### config.mk
export PLATFORM = sky130hd
export DESIGN_NAME = alu_pipe
export DESIGN_NICKNAME = d
export VERILOG_FILES = /design/src/rtl/alu_pkg.sv /design/src/rtl/alu_core.sv /design/src/rtl/alu_pipe.sv
export SDC_FILE = /design/constraint.sdc
export NUM_CORES = 1
export LEC_CHECK = 0
export CORE_MARGIN = 2
export CORE_UTILIZATION = 62
export CTS_BUF_LIST = sky130_fd_sc_hd__clkbuf_4 sky130_fd_sc_hd__clkbuf_8 sky130_fd_sc_hd__clkbuf_16
export DETAILED_ROUTE_END_ITERATION = 16
export HOLD_SLACK_MARGIN = 0.03
export PLACE_DENSITY = 0.93
export SYNTH_ARGS = -nofsm -noshare
export SYNTH_HDL_FRONTEND = slang
export SYNTH_HIERARCHICAL = 1
export SYNTH_SLANG_ARGS = --single-unit
export TNS_END_PERCENT = 50
### constraint.sdc
create_clock -name clk -period 9.5 [get_ports clk]
set_input_delay 0.95 -clock clk [delete_from_list [all_inputs] [get_ports clk]]
set_output_delay 0.95 -clock clk [all_outputs]
set_load 0.01 [all_outputs]
### src/rtl/alu_pkg.sv
// Shared types for the pipelined integer ALU: opcode enum, CR bit positions,
// E1 control payload and the CR-from-result helper.
package alu_pkg;

    typedef enum logic [3:0] {
        ALU_ADD  = 4'd0,
        ALU_SUBF = 4'd1,
        ALU_AND  = 4'd2,
        ALU_OR   = 4'd3,
        ALU_XOR  = 4'd4,
        ALU_NOR  = 4'd5,
        ALU_CMP  = 4'd6,
        ALU_CMPL = 4'd7,
        ALU_SLW  = 4'd8,
        ALU_SRW  = 4'd9,
        ALU_SRAW = 4'd10,
        ALU_ROTL = 4'd11
    } alu_op_e;

    localparam int CR_LT = 2;
    localparam int CR_GT = 1;
    localparam int CR_EQ = 0;

    typedef struct packed {
        alu_op_e op;
        logic    cin;
    } e1_ctrl_t;

    function automatic logic [2:0] cr_of(input logic neg, input logic zero);
        logic [2:0] r;
        r        = 3'b000;
        r[CR_LT] = neg;
        r[CR_GT] = ~neg & ~zero;
        r[CR_EQ] = zero;
        return r;
    endfunction

endpackage

### src/rtl/alu_core.sv
// Combinational ALU datapath between the E1 and E2 registers.
// Shift/rotate opcodes exist only when ALU_SHIFT_EN is defined.
module alu_core
    import alu_pkg::*;
#(
    parameter int WIDTH = 32
) (
    input  alu_op_e          op,
    input  logic [WIDTH-1:0] src1,
    input  logic [WIDTH-1:0] src2,
    input  logic             cin,
    output logic [WIDTH-1:0] res,
    output logic [2:0]       cr,
    output logic             ca,
    output logic             ov
);

    localparam int MSB = WIDTH - 1;

    logic             sub_s;
    logic [WIDTH-1:0] a_eff_s;
    logic             c0_s;
    logic [WIDTH:0]   sum_s;
    logic             c_msb_s;
    logic             cr_from_res_s;
    logic [2:0]       cmp_cr_s;
    logic             lt_s;
    logic             eq_s;

`ifdef ALU_SHIFT_EN
    localparam int SH_W = $clog2(WIDTH) + 1;

    logic [SH_W-1:0]    amt_s;
    logic               big_s;
    logic [2*WIDTH-1:0] rot_s;
    logic [WIDTH-1:0]   slw_s;
    logic [WIDTH-1:0]   srw_s;
    logic [WIDTH-1:0]   sraw_s;
    logic [WIDTH-1:0]   rotl_s;
    logic [WIDTH-1:0]   lost_mask_s;
    logic               sraw_ca_s;

    // Shifter: amounts of WIDTH or more saturate; rotate uses amount mod WIDTH.
    always_comb begin
        amt_s  = src2[SH_W-1:0];
        big_s  = (amt_s >= SH_W'(WIDTH));
        rot_s  = {src1, src1} << amt_s[SH_W-2:0];
        rotl_s = rot_s[2*WIDTH-1:WIDTH];
        if (big_s) begin
            slw_s       = {WIDTH{1'b0}};
            srw_s       = {WIDTH{1'b0}};
            sraw_s      = {WIDTH{src1[MSB]}};
            lost_mask_s = {WIDTH{1'b1}};
        end else begin
            slw_s       = src1 << amt_s;
            srw_s       = src1 >> amt_s;
            sraw_s      = $signed(src1) >>> amt_s;
            lost_mask_s = ~({WIDTH{1'b1}} << amt_s);
        end
        sraw_ca_s = src1[MSB] & (|(src1 & lost_mask_s));
    end
`endif

    // Adder shared by ADD and SUBF, then per-opcode result/flag selection.
    always_comb begin
        sub_s   = (op == ALU_SUBF);
        a_eff_s = sub_s ? ~src1 : src1;
        c0_s    = sub_s ? 1'b1 : ((op == ALU_ADD) ? cin : 1'b0);
        sum_s   = {1'b0, a_eff_s} + {1'b0, src2} + {{WIDTH{1'b0}}, c0_s};
        c_msb_s = a_eff_s[MSB] ^ src2[MSB] ^ sum_s[MSB];
        eq_s    = (src1 == src2);
        lt_s    = 1'b0;

        res           = {WIDTH{1'b0}};
        ca            = 1'b0;
        ov            = 1'b0;
        cr_from_res_s = 1'b0;
        cmp_cr_s      = 3'b001;

        case (op)
            ALU_ADD, ALU_SUBF: begin
                res           = sum_s[MSB:0];
                ca            = sum_s[WIDTH];
                ov            = c_msb_s ^ sum_s[WIDTH];
                cr_from_res_s = 1'b1;
            end
            ALU_AND: begin
                res           = src1 & src2;
                cr_from_res_s = 1'b1;
            end
            ALU_OR: begin
                res           = src1 | src2;
                cr_from_res_s = 1'b1;
            end
            ALU_XOR: begin
                res           = src1 ^ src2;
                cr_from_res_s = 1'b1;
            end
            ALU_NOR: begin
                res           = ~(src1 | src2);
                cr_from_res_s = 1'b1;
            end
            ALU_CMP: begin
                lt_s     = ($signed(src1) < $signed(src2));
                cmp_cr_s = cr_of(lt_s, eq_s);
            end
            ALU_CMPL: begin
                lt_s     = (src1 < src2);
                cmp_cr_s = cr_of(lt_s, eq_s);
            end
`ifdef ALU_SHIFT_EN
            ALU_SLW: begin
                res           = slw_s;
                cr_from_res_s = 1'b1;
            end
            ALU_SRW: begin
                res           = srw_s;
                cr_from_res_s = 1'b1;
            end
            ALU_SRAW: begin
                res           = sraw_s;
                ca            = sraw_ca_s;
                cr_from_res_s = 1'b1;
            end
            ALU_ROTL: begin
                res           = rotl_s;
                cr_from_res_s = 1'b1;
            end
`else
            ALU_SLW, ALU_SRW, ALU_SRAW, ALU_ROTL: begin
                res      = {WIDTH{1'b0}};
                cmp_cr_s = 3'b001;
            end
`endif
            default: begin
                res      = {WIDTH{1'b0}};
                cmp_cr_s = 3'b001;
            end
        endcase

        if (cr_from_res_s) begin
            cr = cr_of(res[MSB], res == {WIDTH{1'b0}});
        end else begin
            cr = cmp_cr_s;
        end
    end

endmodule

### src/rtl/alu_pipe.sv
// Two-stage pipelined ALU (E1 operand latch, E2 result latch) with valid/ready
// handshake and flush. Optional shift ops are enabled by defining ALU_SHIFT_EN.
module alu_pipe
    import alu_pkg::*;
#(
    parameter int WIDTH = 32,
    parameter int TAG_W = 5
) (
    input  logic             clk,
    input  logic             reset_n,
    input  logic             flush,
    input  logic             in_valid,
    output logic             in_ready,
    input  logic [3:0]       in_op,
    input  logic [WIDTH-1:0] in_src1,
    input  logic [WIDTH-1:0] in_src2,
    input  logic             in_cin,
    input  logic [TAG_W-1:0] in_tag,
    output logic             out_valid,
    input  logic             out_ready,
    output logic [WIDTH-1:0] out_result,
    output logic [2:0]       out_cr,
    output logic             out_ca,
    output logic             out_ov,
    output logic [TAG_W-1:0] out_tag
);

    logic             e1_valid_q, e1_valid_d;
    e1_ctrl_t         e1_ctrl_q,  e1_ctrl_d;
    logic [WIDTH-1:0] e1_src1_q,  e1_src1_d;
    logic [WIDTH-1:0] e1_src2_q,  e1_src2_d;
    logic [TAG_W-1:0] e1_tag_q,   e1_tag_d;

    logic             e2_valid_q, e2_valid_d;
    logic [WIDTH-1:0] res_q,      res_d;
    logic [2:0]       cr_q,       cr_d;
    logic             ca_q,       ca_d;
    logic             ov_q,       ov_d;
    logic [TAG_W-1:0] tag_q,      tag_d;

    logic             e2_adv_s;
    logic             e1_adv_s;
    logic             in_ready_s;
    logic [WIDTH-1:0] core_res_s;
    logic [2:0]       core_cr_s;
    logic             core_ca_s;
    logic             core_ov_s;

    alu_core #(.WIDTH(WIDTH)) u_core (
        .op   (e1_ctrl_q.op),
        .src1 (e1_src1_q),
        .src2 (e1_src2_q),
        .cin  (e1_ctrl_q.cin),
        .res  (core_res_s),
        .cr   (core_cr_s),
        .ca   (core_ca_s),
        .ov   (core_ov_s)
    );

    // Handshake and next-state; flush overrides every transfer this cycle.
    always_comb begin
        e2_adv_s   = ~e2_valid_q | out_ready;
        e1_adv_s   = e1_valid_q & e2_adv_s;
        in_ready_s = ~e1_valid_q | e2_adv_s;

        e1_valid_d = e1_valid_q;
        e1_ctrl_d  = e1_ctrl_q;
        e1_src1_d  = e1_src1_q;
        e1_src2_d  = e1_src2_q;
        e1_tag_d   = e1_tag_q;
        e2_valid_d = e2_valid_q;
        res_d      = res_q;
        cr_d       = cr_q;
        ca_d       = ca_q;
        ov_d       = ov_q;
        tag_d      = tag_q;

        if (flush) begin
            e1_valid_d = 1'b0;
            e2_valid_d = 1'b0;
        end else begin
            if (in_valid && in_ready_s) begin
                e1_valid_d = 1'b1;
                e1_ctrl_d  = '{op: alu_op_e'(in_op), cin: in_cin};
                e1_src1_d  = in_src1;
                e1_src2_d  = in_src2;
                e1_tag_d   = in_tag;
            end else if (e1_adv_s) begin
                e1_valid_d = 1'b0;
            end else begin
                e1_valid_d = e1_valid_q;
            end

            if (e2_adv_s) begin
                e2_valid_d = e1_valid_q;
                if (e1_valid_q) begin
                    res_d = core_res_s;
                    cr_d  = core_cr_s;
                    ca_d  = core_ca_s;
                    ov_d  = core_ov_s;
                    tag_d = e1_tag_q;
                end else begin
                    res_d = res_q;
                end
            end else begin
                e2_valid_d = e2_valid_q;
            end
        end
    end

    // Pipeline registers.
    always_ff @(posedge clk or negedge reset_n) begin
        if (!reset_n) begin
            e1_valid_q <= 1'b0;
            e1_ctrl_q  <= '{op: ALU_ADD, cin: 1'b0};
            e1_src1_q  <= {WIDTH{1'b0}};
            e1_src2_q  <= {WIDTH{1'b0}};
            e1_tag_q   <= {TAG_W{1'b0}};
            e2_valid_q <= 1'b0;
            res_q      <= {WIDTH{1'b0}};
            cr_q       <= 3'b000;
            ca_q       <= 1'b0;
            ov_q       <= 1'b0;
            tag_q      <= {TAG_W{1'b0}};
        end else begin
            e1_valid_q <= e1_valid_d;
            e1_ctrl_q  <= e1_ctrl_d;
            e1_src1_q  <= e1_src1_d;
            e1_src2_q  <= e1_src2_d;
            e1_tag_q   <= e1_tag_d;
            e2_valid_q <= e2_valid_d;
            res_q      <= res_d;
            cr_q       <= cr_d;
            ca_q       <= ca_d;
            ov_q       <= ov_d;
            tag_q      <= tag_d;
        end
    end

    assign in_ready   = in_ready_s;
    assign out_valid  = e2_valid_q;
    assign out_result = res_q;
    assign out_cr     = cr_q;
    assign out_ca     = ca_q;
    assign out_ov     = ov_q;
    assign out_tag    = tag_q;

endmodule

### Word-level counts from Yosys, hierarchy flattened

Index checks and enable logic that the tools add are counted.

* flip-flop bits (word level): 118
* input bits: 79
* output and inout port bits: 44
* word-level logic and storage cells: 69

* add/subtract/negate cells: 2
* $lt $le $gt $ge: 2
* equality and inequality tests: 8
* mux-type cells: 14
* bitwise logic cells: 22
* reductions and logical operators: 9

Operator list (count)
* $pmux 32 s5: 1
* $lt 32x32->1: 2
* $not 32->32: 2
* $add 32x32->33: 1
* $add 33x1->33: 1
* $and 32x32->32: 1
* $eq 32x32->1: 1
* $logic_not 32->1: 1
* $mux 32: 1
* $or 32x32->32: 1
* $xor 32x32->32: 1
* $eq 4x3->1 const B: 4
* $mux 1: 10
* $eq 4x2->1 const B: 2
* $not 1->1: 8
* $pmux 3 s2: 1
* $reduce_or 6->1: 1
* $and 1x1->1: 4
* $eq 4x1->1 const B: 1
* $logic_not 4->1: 1
* $mux 3: 1
* $reduce_and 3->1: 1
* $reduce_bool 3->1: 1
* $xor 1x1->1: 3
* other kinds (5): 6

### Depth between registers and ports, before layout

Gate-level depths: netlist of run 1.

* depth after elaboration: 9
* mapped depth: 21

### Hierarchy

Netlist of run 1, hierarchy kept.

Modules (own cells, without submodules)
* alu_core: times used 1, cells each 775, area each 5377.7 um2, seq. area each 0.0 um2
* alu_pipe: times used 1, cells each 255, area each 4733.3 um2, seq. area each 2952.8 um2

### Worst setup path before layout of run 1

Ideal clock, no wire load.

* path type: register to register
* start: reg e1_ctrl_q[4] (netlist name)
* end: reg cr_q[1] (netlist: out_cr[1])
* arrival time: 5709 ps
* required time: 9375 ps
* setup slack: 3666 ps
* cell stages (with the launch flop): 22
* clock period less this slack: 5834 ps
* cell sequence: dfrtp_1 -> buf_4 -> or3_1 -> clkbuf_1 -> buf_1 -> clkbuf_1 -> nor2_1 -> buf_1 -> xnor2_1 -> fa_1 -> fa_1 -> nand2b_1 -> a211oi_1 -> o21ai_0 -> a31o_2 -> or4_1 -> or4_1 -> nor3_2 -> and4b_1 -> and4_1 -> o21ai_0 -> mux2_2

* cells in the longest elaborated chain, start to end: 9
* elaborated cells on any way between the ends: 23
* those cells by class: add/sub: 2; eq/ne: 7; mux: 7; bitwise: 3; reduce/logical: 4

RTL lines
* from (decl): RTL line alu_pipe.sv:29 `e1_ctrl_t e1_ctrl_q, e1_ctrl_d;`
* from (signal assigned): RTL line alu_pipe.sv:115 `e1_ctrl_q <= '{op: ALU_ADD, cin: 1'b0};`
* from (signal assigned): RTL line alu_pipe.sv:127 `e1_ctrl_q <= e1_ctrl_d;`
* $eq 4x1->1 or $logic_not 4->1 (tied branches): RTL line alu_core.sv:66, alu_core.sv:80, alu_core.sv:68
* $mux 32 or $mux 1 (tied branches): RTL line alu_core.sv:67, alu_core.sv:68
* $add 32x32->33 or $mux 1 (tied branches): RTL line alu_core.sv:69, alu_core.sv:68
* $add 33x1->33: RTL line alu_core.sv:69 `sum_s = {1'b0, a_eff_s} + {1'b0, src2} + {{WIDTH{1'b0}}, c0_s};`
* $pmux 32 s5 *: RTL line alu_core.sv:80 `case (op)`
* named net core_res_s[6]: RTL line alu_pipe.sv:44 `logic [WIDTH-1:0] core_res_s;`
* $logic_not 32->1 *: RTL line alu_core.sv:142 `cr = cr_of(res[MSB], res == {WIDTH{1'b0}});`
* $not 1->1 *: RTL line alu_pkg.sv:33 `r[CR_GT] = ~neg & ~zero;`
* $and 1x1->1 *: RTL line alu_pkg.sv:33
* $mux 3 *: RTL line alu_core.sv:141 `if (cr_from_res_s) begin`
* named net core_cr_s[1]: RTL line alu_pipe.sv:45 `logic [2:0] core_cr_s;`
* to (signal assigned): RTL line alu_pipe.sv:133 `cr_q <= cr_d;`
* to (decl): RTL line alu_pipe.sv:36 `logic [2:0] cr_q, cr_d;`

The timed path passes the listed nets; every way through them passes the cells marked *.
A chain may end at the register's enable or synchronous reset.

### Final worst setup path of run 1

Ends and elaborated chain as after synthesis.

==> results of run 1 <==
layer usage:
metal,vias up,part of all wire
li1,3891,-
met1,4108,0.42
met2,504,0.45
met3,104,0.090
met4,0,0.042
met5,-,0
sequential cells by signal, indices dropped and copies added (netlist names):
name        count
e1_src1_q      32
e1_src2_q      32
out_result     32
e1_ctrl_q       5
e1_tag_q        5
out_tag         5
out_cr          3
e1_valid_q      1
out_ca          1
out_ov          1
out_valid       1
metrics by stage:
| stage | utilization | cells |
|---|---|---|
| 6_report | 0.750 | 1358 |
| 5_1_grt | 0.750 | 1358 |
| 4_1_cts | 0.750 | 1358 |
| 3_5_place_dp | 0.714 | 1326 |
| 3_3_place_gp | 0.714 | 1326 |
| 2_1_floorplan | - | 1030 |
logic make-up after synthesis:
logic type | Yosys count | synth area share
xor gates and xnor gates | 46 | 0.0398
buffers and inverters | 138 | 0.0679
and+or+nand+nor | 225 | 0.114
adders and majority gates | 129 | 0.161
AOI/OAI and AO/OA | 243 | 0.158
DFF | 118 | 0.292
muxes | 131 | 0.167
layout make-up:
cell class                 instances  area (um^2)  share of cell area
tap                              216          270              0.0227
clock inverter                    15          144              0.0121
multi-input combinational        774         6510               0.546
timing repair buffer             132         1290               0.109
sequential                       118         2950               0.248
clock buffer                      17          425              0.0357
inverter                          86          323              0.0271
worst max-delay path, stage by stage (launching register included):
cell and delay [ns]:
dfrtp_1 0.69, or3_1 0.56, nor2_4 0.12, buf_4 0.51, xnor2_1 0.23, inv_1 0.11
fa_1 0.42, nand2b_1 0.19, a32oi_1 0.29, o311ai_1 0.22, or3_1 0.39, or4_1 0.48
or4_1 0.49, nor3_2 0.17, and4b_1 0.21, and4_1 0.30, o21ai_0 0.10, mux2_2 0.26
layout by cell type, fill, tap and decap left out, types with 14 or more instances in the layout:
cell,n
dfrtp_1,117
clkdlybuf4s50_1,121
mux2_2,55
a221oi_1,15
mux2_4,61
clkbuf_16,17
nor2_1,57
xnor2_1,38
nor3_1,18
o21ai_0,47
ha_1,127
a21o_1,14
nand4_1,16
a21oi_1,71
inv_1,86
nand2_1,53
how the worst max path moves through the flow:
stage,startpoint,to,slack [ns]
5_1_grt,e1_ctrl_q[4],out_cr[1],3.52
6_report,e1_ctrl_q[4],out_cr[1],3.64
3_3_place_gp,e1_ctrl_q[4],out_cr[1],3.99
4_1_cts,e1_ctrl_q[4],out_cr[1],3.81
3_5_place_dp,e1_ctrl_q[4],out_cr[1],3.93
2_1_floorplan,e1_ctrl_q[4],out_cr[1],3.67
power breakdown:
group	total [mW]	switching, mW	internal (mW)
Sequential	0.738	0.118	0.619
Clock	0.621	0.257	0.364
Combinational	1.30	0.698	0.601
Total	2.66	1.07	1.59
==> results.sh, run 1 <==
export IMPL_worstHoldEndpoint="out_tag[2]"
export IMPL_r2r_start="e1_ctrl_q[4]"
export IMPL_r2r_slack_ns=3.64
export IMPL_rsz0062_at_grt="false"
export IMPL_holdWs_ns=0.497
export IMPL_synth_edff_count=0
export IMPL_leakagePower_nw=5.44
export IMPL_place_ws_ns=3.93
export IMPL_vias=8607
export IMPL_wl_per_cell_um=20.8
export IMPL_min_period_over_period=0.617
export IMPL_dieHeight_um=132
export IMPL_r2r_end="out_cr[1]"
export IMPL_antenna_found_initial=0
export IMPL_grt_start_max_net_pins=66
export IMPL_grt_busiest_layer="met2"
export IMPL_dieWidth_um=132
export IMPL_clockBufferDepth=2
export IMPL_synthesis_instances=1030
export IMPL_route_detailed_drc=0
export IMPL_finalSetupTns_ns=0
export IMPL_ys_seq_area_frac=0.292
export IMPL_dp_hpwl_mm=20.4
export IMPL_cts_root_buf="clkbuf_16"
export IMPL_wl_mm=28.2
export IMPL_critPathLaunchType="flop"
export IMPL_synth_top_area_cell="dfrtp_1"
export IMPL_min_from="out_tag[2]"
export IMPL_routabilityCongestion=0.992
export IMPL_setup_worst_path_end_class="flop"
export IMPL_async_flop_share=1.00
export IMPL_use_met3=0.0602
export IMPL_slew_headroom=0.248
export IMPL_grt_ovfl_total=0
export IMPL_finalMaxSlewViolations=0
export IMPL_area_growth_pct=17.9
export IMPL_netlist_top_cells_count="ha_1, dfrtp_1, inv_1, a21oi_1, mux2_4"
export IMPL_finalNetCount=1337
export IMPL_status="finished, final reports clean"
export IMPL_post_dp_cell_area_um2=11300
export IMPL_first_pass_iters=6
export IMPL_power_density_nw_per_um2=223
export IMPL_dieArea_um2=17300
export IMPL_cts_tree="built"
export IMPL_grtUsageMet2=0.512
export IMPL_finalPower_mw=2.66
export IMPL_setup_viol=0
export IMPL_cts_htree_levels=4
export IMPL_coreArea_um2=15900
export IMPL_ys_ff_latch=118
export IMPL_synth_area_top_cells="dfrtp_1, ha_1, mux2_4"
export IMPL_drtIter0Drc=943
export IMPL_yosysMostFrequentCell="ha_1"
export IMPL_port_buffer_count=122
export IMPL_clk_latency_ns=0.43
export IMPL_cts_repair_resized=0
export IMPL_fp_row_count=46
export IMPL_synth_top_area_frac=0.292
export IMPL_cts_made_buffers=17
export IMPL_use_met1=0.444
export IMPL_num_antenna_cells=0
export IMPL_cp_arrival_ns=6.17
export IMPL_fillers=1105
export IMPL_cp_required_ns=9.81
export IMPL_skew_ns=0.0127
export IMPL_fmax_mhz=171
export IMPL_initial_core_util=0.636
export IMPL_r2r_cells=17
export IMPL_period_needed_ns=5.86
export IMPL_crit_type="reg2reg"
export IMPL_synth_cell_types=78
export IMPL_worst_pin_slew_ns=1.12
export IMPL_synth_area_um2=10100
export IMPL_drive_above_1_share=0.158
export IMPL_synth_main_ff_cell="dfrtp_1"
export IMPL_hold_buffers=0
export IMPL_grtUsageTotal=0.328
export IMPL_cts_sinks=118
export IMPL_io_pins=123
export IMPL_final_area_um2=11900
export IMPL_hold_class="reg2reg"
export IMPL_vias_per_cell=6.34
export IMPL_finalHoldViolations=0
export IMPL_final_antenna_net_count=0
export IMPL_yosysWarnings=6
export IMPL_path_max_fanout=31
export IMPL_path_clk_slew_ns=0.06
export IMPL_grt_pass1_wl_mm=45.3
export IMPL_fin_ws_ns=3.64
export IMPL_ir_drop_mv=0.150
export IMPL_cap_violations=0
export IMPL_syn_area_per_cell_um2=9.82
export IMPL_syn_nets=1238
export IMPL_postCtsSetupRepairBufs=0
export IMPL_grt_pass1_vias=8654
export IMPL_min_path_cells=1
No activity file was read; power rests on OpenSTA's default activity.
==> run 2, diff against run 1 <==
Settings changed: CORE_UTILIZATION 62 to 58, PLACE_DENSITY 0.93 to 0.88.
Clock period 9.5 ns to 5.9 ns, I/O delays scaled along.
==> run 2 against run 1 <==
Against the previous run:
- flip-flop and latch count is the same
- sequential share of layout area shrank 0.15 points
- total power grew 64%
- clock-buffer cell count grew 4
- clock power grew 71%
- combinational power grew 63%
- worst hold slack lost 0.25 ns
- maximum frequency grew 13%
- global-route usage shrank 0.95 points
- via count shrank 0.88%
- clock skew shrank 0.00053 ns
==> results.sh, run 2 (synthesis results as in run 1) <==
export IMPL_area_growth_pct=18.6
export IMPL_num_antenna_cells=0
export IMPL_cp_arrival_ns=5.51
export IMPL_initial_core_util=0.589
export IMPL_first_pass_iters=5
export IMPL_vias_per_cell=6.21
export IMPL_slew_headroom=0.0800
export IMPL_cap_violations=0
export IMPL_hold_class="in2async"
export IMPL_route_detailed_drc=0
export IMPL_io_pins=123
export IMPL_final_antenna_net_count=0
export IMPL_grt_ovfl_total=0
export IMPL_dieHeight_um=136
export IMPL_wl_per_cell_um=21.0
export IMPL_grt_busiest_layer="met2"
export IMPL_cts_made_buffers=17
export IMPL_min_period_over_period=0.878
export IMPL_routabilityCongestion=0.947
export IMPL_dp_hpwl_mm=20.9
export IMPL_wl_mm=28.9
export IMPL_clockBufferDepth=2
export IMPL_cp_required_ns=6.23
export IMPL_grt_pass1_wl_mm=45.4
export IMPL_cts_sinks=118
export IMPL_cts_root_buf="clkbuf_16"
export IMPL_period_needed_ns=5.18
export IMPL_fp_row_count=48
export IMPL_use_met1=0.397
export IMPL_drive_above_1_share=0.162
export IMPL_fillers=1290
export IMPL_vias=8531
export IMPL_endpoint="out_cr[1]"
export IMPL_layout_common_cells="ha_1, clkdlybuf4s50_1, dfrtp_1"
export IMPL_final_util=0.698
export IMPL_path_clk_slew_ns=0.07
export IMPL_cts_tree="built"
export IMPL_antenna_found_initial=0
export IMPL_port_buffer_count=122
export IMPL_grt_pass1_vias=8608
export IMPL_rsz0062_at_grt="false"
export IMPL_setup_worst_path_end_class="flop"
export IMPL_crit_type="reg2reg"
export IMPL_grtUsageTotal=0.319
export IMPL_r2r_slack_ns=0.72
export IMPL_r2r_cells=17
export IMPL_use_met3=0.0675
export IMPL_r2r_start="e1_ctrl_q[3]"
export IMPL_finalSetupTns_ns=0
export IMPL_fmax_mhz=193
export IMPL_leakagePower_nw=5.48
export IMPL_status="finished, final reports clean"
export IMPL_r2r_end="out_cr[1]"
export IMPL_dieArea_um2=18500
export IMPL_setup_viol=0
export IMPL_cts_repair_resized=0
export IMPL_post_dp_cell_area_um2=11400
export IMPL_skew_ns=0.0122
export IMPL_ir_drop_mv=0.339
export IMPL_power_density_nw_per_um2=363
export IMPL_clk_latency_ns=0.44
export IMPL_finalNetCount=1343
export IMPL_final_area_um2=12000
export IMPL_drtIter0Drc=751
export IMPL_coreArea_um2=17200
export IMPL_grtUsageMet2=0.528
export IMPL_finalHoldViolations=0
export IMPL_mostFrequentLayoutCell="ha_1"
export IMPL_hold_buffers=0
export IMPL_postCtsSetupRepairBufs=0
export IMPL_worst_pin_slew_ns=1.38
export IMPL_critPathLaunchType="flop"
export IMPL_multi_input_comb_area_um2=6500
export IMPL_grt_start_max_net_pins=68
export IMPL_path_max_fanout=19
export IMPL_seq_area_um2=2950
export IMPL_cts_htree_levels=4
export IMPL_startpoint="e1_ctrl_q[3]"
export IMPL_dieWidth_um=136
export IMPL_finalMaxSlewViolations=0
run 2: changes by cell type in the layout (fill, tap and decap cells not counted), moves of 2 or more:
cell / previous run / this run
buf_4: 11 / 17
inv_6: 6 / 1
clkbuf_4: 0 / 2
clkbuf_8: 0 / 2
clkinv_4: 3 / 1
run 2: critical path, cell delays in order (launching register included):
cell      delay (ns)
dfrtp_1         0.52
or3_1           0.46
nor2_4          0.12
buf_4           0.27
buf_4           0.41
xnor2_1         0.11
ha_1            0.36
nand2b_1        0.12
a211oi_1        0.40
o21ai_0         0.32
a311oi_1        0.42
or2_2           0.21
mux2i_1         0.18
nand2_1         0.09
nor4_1          0.44
and4_1          0.29
o21ai_0         0.08
mux2_2          0.26
run 2: metrics by stage:
stage | setup slack (ns) | hold WS (ns) | cells | power [mW]
after floorplan | 0.0659 | 0.294 | 1030 | 2.51
after global placement | 0.905 | 0.474 | 1341 | 3.20
after detailed placement | 0.823 | 0.482 | 1341 | 3.24
after CTS | 0.813 | 0.288 | 1373 | 4.32
after global routing | 0.348 | 0.331 | 1373 | 4.60
final | 0.720 | 0.250 | 1373 | 4.36
run 2: area by class of cell:
cell class                 count  share of cell area
clock buffer                  21              0.0390
clock inverter                11              0.0104
inverter                      86              0.0269
multi-input combinational    774               0.542
sequential                   118               0.246
tap                          225              0.0235
timing repair buffer         138               0.112
run 2: worst min-delay path by stage:
stage	from	endpoint	slack, ns
global placement	out_tag[2]	out_tag[2]	0.47
floorplan	reset_n	e1_ctrl_q[0]	0.29
finish	reset_n	e1_src2_q[11]	0.25
detailed placement	out_tag[1]	out_tag[1]	0.48
global route	reset_n	e1_src1_q[9]	0.33
CTS	reset_n	e1_src1_q[6]	0.29
run 2: power breakdown:
group / internal (mW) / total [mW] / switching (mW)
clock network: 0.652 / 1.06 / 0.408
logic: 0.975 / 2.12 / 1.14
registers: 0.998 / 1.18 / 0.182
run 2: per-layer routing:
layer  vias up  part of all wire
met1      4108              0.41
met4         0             0.039
li1       3897                 -
met2       430              0.48
met3        96             0.071
met5         -                 0
==> run 3, diff against run 2 <==
Settings changed: CTS_CLUSTER_DIAMETER from default to 120.
==> results of run 3 <==
The final DEF is identical to that of run 2; final timing and power are the same.
